**src/rtl/mux_n_stream_rr.sv**
```systemverilog
// N-channel stream mux (external select or round-robin) with a registered output, 1-cycle latency.
// Under back-pressure the output word is held and no input is accepted; no skid buffer.
module mux_n_stream_rr #(
   parameter int SIZE     = 8,
   parameter int CHANNELS = 4,
   parameter int SEL_W    = 2
) (
   input  logic                     clk,
   input  logic                     rst,
   input  logic [CHANNELS*SIZE-1:0] data_in,
   input  logic [CHANNELS-1:0]      valid_in,
   output logic [CHANNELS-1:0]      ready_in,
   input  logic [SEL_W-1:0]         sel_in,
   input  logic                     mode_rr,
   output logic [SIZE-1:0]          data_out,
   output logic                     valid_out,
   input  logic                     ready_out,
   output logic [SEL_W-1:0]         grant_out
);

   // Resetting last_grant to the top channel makes the first round-robin search begin at 0.
   localparam logic [SEL_W-1:0] LAST_GRANT_RST = SEL_W'(CHANNELS - 1);

   logic [SIZE-1:0]  data_q, data_d;
   logic             valid_q, valid_d;
   logic [SEL_W-1:0] grant_q, grant_d;
   logic [SEL_W-1:0] last_grant_q, last_grant_d;

   logic             load_en;
   logic             sel_ok;
   logic             hi_found, lo_found;
   logic [SEL_W-1:0] hi_idx, lo_idx;
   logic             choice_vld;
   logic [SEL_W-1:0] chosen;
   logic [SIZE-1:0]  chosen_word;

   assign load_en = !valid_q || ready_out;

   always_comb begin
      sel_ok   = 1'b0;
      hi_found = 1'b0;
      lo_found = 1'b0;
      hi_idx   = '0;
      lo_idx   = '0;
      for (int k = 0; k < CHANNELS; k++) begin
         if (int'(sel_in) == k && valid_in[k]) sel_ok = 1'b1;
      end
      // Descending scan: the last hit is the lowest index above / at-or-below last_grant.
      for (int k = CHANNELS - 1; k >= 0; k--) begin
         if (valid_in[k]) begin
            if (k > int'(last_grant_q)) begin
               hi_found = 1'b1;
               hi_idx   = SEL_W'(k);
            end else begin
               lo_found = 1'b1;
               lo_idx   = SEL_W'(k);
            end
         end
      end
      if (mode_rr) begin
         choice_vld = hi_found || lo_found;
         chosen     = hi_found ? hi_idx : lo_idx;
      end else begin
         choice_vld = sel_ok;
         chosen     = sel_in;
      end
   end

   always_comb begin
      chosen_word = '0;
      ready_in    = '0;
      for (int k = 0; k < CHANNELS; k++) begin
         if (int'(chosen) == k) begin
            chosen_word = data_in[k*SIZE +: SIZE];
            ready_in[k] = load_en && choice_vld;
         end
      end
   end

   always_comb begin
      data_d       = data_q;
      valid_d      = valid_q;
      grant_d      = grant_q;
      last_grant_d = last_grant_q;
      if (load_en) begin
         valid_d = choice_vld;
         if (choice_vld) begin
            data_d       = chosen_word;
            grant_d      = chosen;
            last_grant_d = chosen;
         end
      end
   end

   always_ff @(posedge clk or posedge rst) begin
      if (rst) begin
         data_q       <= '0;
         valid_q      <= 1'b0;
         grant_q      <= '0;
         last_grant_q <= LAST_GRANT_RST;
      end else begin
         data_q       <= data_d;
         valid_q      <= valid_d;
         grant_q      <= grant_d;
         last_grant_q <= last_grant_d;
      end
   end

   assign data_out  = data_q;
   assign valid_out = valid_q;
   assign grant_out = grant_q;

endmodule

```
**config.mk**
```make
export PLATFORM = sky130hd
export DESIGN_NAME = mux_n_stream_rr
export DESIGN_NICKNAME = d
export VERILOG_FILES = /design/src/rtl/mux_n_stream_rr.sv
export SDC_FILE = /design/constraint.sdc
export NUM_CORES = 1
export LEC_CHECK = 0
export CAP_MARGIN = 10
export CELL_PAD_IN_SITES_DETAIL_PLACEMENT = 0
export CELL_PAD_IN_SITES_GLOBAL_PLACEMENT = 2
export CORE_ASPECT_RATIO = 1.2
export CORE_MARGIN = 5
export CORE_UTILIZATION = 19
export CTS_CLUSTER_DIAMETER = 150
export CTS_CLUSTER_SIZE = 40
export DETAILED_ROUTE_END_ITERATION = 16
export PLACE_DENSITY = 0.75
export SYNTH_ARGS = -nofsm -noshare
export SYNTH_HDL_FRONTEND = slang
export SYNTH_SLANG_ARGS = --single-unit
```
**constraint.sdc**
```tcl
create_clock -name clk -period 1.8 [get_ports clk]
set_input_delay 0.18 -clock clk [delete_from_list [all_inputs] [get_ports clk]]
set_output_delay 0.18 -clock clk [all_outputs]
set_load 0.005 [all_outputs]
```
==> run metrics <==
CTS root buffer=clkbuf_8; Worst slew margin=between 60 and 70%; Clock Latency Late Sink=approximately 0.24 ns; Antenna Nets Post-Route=0; Worst-path clk slew=roughly 0.060 ns; R2R depth=7; n_diodes=0; status=finished, violations left; routed via count=about 1k; #FFs+latches synth=13; drc violations=0; setup ws final=-0.0346 ns; antenna violations before repair=0; Crit path max-delay family=flip-flops; Peak supply drop=about 0.00026 V; gpl congestion=roughly 0.8; most frequent cells after synthesis=15 x mux2i_1, 14 x nor2_1, 11 x dfrtp_1; Synth cell types=32; top-count cell post-synth=mux2i_1; sequential area share after synthesis=~33%; area growth from synthesis to layout=89.7%; Worst setup EP type=output pin; Total Nets Final=216; maximum capacitance violations=0; core area=5190 um^2; number of H-tree levels=1; Synth async-reset ratio=between 90% and 100%; top post-synthesis cells by area=dfrtp_1 28%, mux2i_1 15%, a221oi_2 11%, dfstp_2 5.3%, nor2_1 5.3%; first-pass GRT wire length=5600 um; fraction of final layout cells sized beyond drive strength 1=40.5%; gr usage total=approximately 10%; Pre-antenna DRT Iters=3; Stages on worst setup path=6; # rows=29; required time of the critical path=1.62 ns; DRT iter0 DRCs=11; failing checks=setup timing; Net Switching=about 0.43 mW; die area=6800 um^2; CTS max path bufs=2; Clock Power Share=between 10% and 20%; Tightest Pin Transition=0.509 ns; total grt overflow=0; WP data arrival=approximately 1.7 ns; Setup violations, final=6; worst clock skew=roughly 0.0014 ns; max frequency=545 MHz; combinational power share=between 50 and 60%; Place WS=-0.723 ns; CP startpoint kind=register; Starting Density=19.2%; Worst Path Buf+Inv=2; Slew Viols, Final=0; Lkg Pwr=between 0.8 and 0.9 nW; wire per inst=roughly 14 um; # hold bufs at CTS=0; Num CTS Buffers=3; Post-Synthesis Cells=between 90 and 100; I/O Buffers=56; Period minus WS final=1.83 ns; Power Total=1.40 mW; synthesized area per cell=around 10 um^2; vias per cell=~4.3; worst setup path startpoint=last_grant_q[1]$_DFFE_PP1N_; Primary FF master, synth=dfrtp_1; reg2reg start=last_grant_q[1]$_DFFE_PP1N_; kind of critical path=reg2out; syn_nets=approximately 140; CP max stage delay=between 0.5 and 0.6 ns; internal power=about 1 mW; die width=between 70 and 80 um; area leader, netlist=dfrtp_1; Worst path slowest cell=dfstp_2; Crit Path Max Fanout=6; Detail Placement HPWL=~2600 um; Hold Vio Cnt, Final=0; CP cell instances=buf_4 -> a21o_1 -> o2111ai_2 -> o21a_4 -> and2_1 -> buf_2; number of global-route vias before repair=about 1.1k; I/O pin total=57; switching share of power=30.5%; flop2flop setup slack=-0.01 ns; placed cell area=1730 um^2; sequential share of power=between 30 and 40%; CTS tree=yes; YS warnings=0; RSZ-0062 raised after global routing=true; Post-synth EDFFs=0; die height=roughly 90 um; PD cells=739 nW/um^2; final worst-path cycle share=102%; final WL=between 3000 and 4000 um; Clock Sinks=13; Hold Path Class=in2async; final instance area=roughly 1900 um^2; Post-Syn Area=roughly 1000 um^2; Synth top area share=27.6%; largest net degree at the start of global routing=14
final timing paths:
kind | to
setup reg to reg | data_out[1]$_DFFE_PP0N_
setup / recovery | ready_in[1]
max in group asynchronous | last_grant_q[0]$_DFFE_PP1N_
hold reg to reg | grant_out[1]$_DFFE_PP0N_
hold / removal | grant_out[1]$_DFFE_PP0N_
min in group clk | valid_out$_DFFE_PP0P_
what timing repair did:
action | CTS | global route
gates resized for setup | 62 | 8
endpoints found under the setup margin | 16 | 12
pin swaps | 10 | 5
setup buffers | 5 | 0
layout make-up:
type	instances	area (um^2)
fillers	530	3300
multi-input cells	72	711
repair buffers	79	712
inverters	5	18.8
flip-flops and latches	13	328
clock buffers	4	45.0
well taps	62	77.6
cells in the final DEF, fill, tap and decap left out, types with 2 or more instances in the layout:
master           synthesis  routed
nand2_1                  3       3
a221oi_2                 7       7
nor2b_1                  5       3
clkbuf_8                 0       3
inv_1                    5       4
dfstp_2                  2       2
nor2_1                  14      14
clkdlybuf4s50_1          0      44
and2_1                   2       2
buf_6                    3       2
a21o_1                   2       2
buf_4                    0      23
mux2i_1                 15       9
mux2_1                   3       2
dlygate4sd2_1            0       3
dfrtp_1                 11      11
buf_2                    1       5
nor2b_4                  1       2
mux2i_2                  0       6
cell families (layout without fill, tap and decap cells):
kind of cell / Yosys count / in the layout / synth area share (%)
and+or+nand+nor: 31 / 31 / 16.8
AOI/OAI and AO/OA: 23 / 23 / 25.7
muxes: 18 / 18 / 18.4
DFF: 13 / 13 / 32.9
buffers and inverters: 10 / 88 / 6.15
power by group through the flow:
stage               Sequential [mW]  Clock [mW]  Combinational [mW]
detailed placement            0.431           0               0.649
global route                  0.440       0.288               0.773
floorplan                     0.432           0               0.293
global placement              0.432           0               0.639
finish                        0.428       0.261               0.710
CTS                           0.428       0.274               0.702
stage by stage:
stage	hold WS [ns]	std cells	util [%]	setup TNS [ns]
finish	0.265	235	36.5	-0.0918
global route	0.325	235	36.5	-1.21
CTS	0.289	235	36.1	-0.125
detailed placement	0.507	226	33.3	-8.14
global placement	0.494	226	33.3	-7.50
floorplan	0.0555	95	-	0
flip-flops by register name, indices dropped and copies added (netlist names):
register	flops
last_grant_q	2
valid_out	1
grant_out	2
data_out	8
layer usage:
layer  part of all wire (%)  global-route usage, %  up-vias
met3                    6.3                   3.02        2
met5                      0                      0        -
met2                     49                   17.8       37
li1                       -                      -      505
met1                     45                   12.3      458
met4                   0.30                   2.86        0
Power figures use the tool's default switching activity.
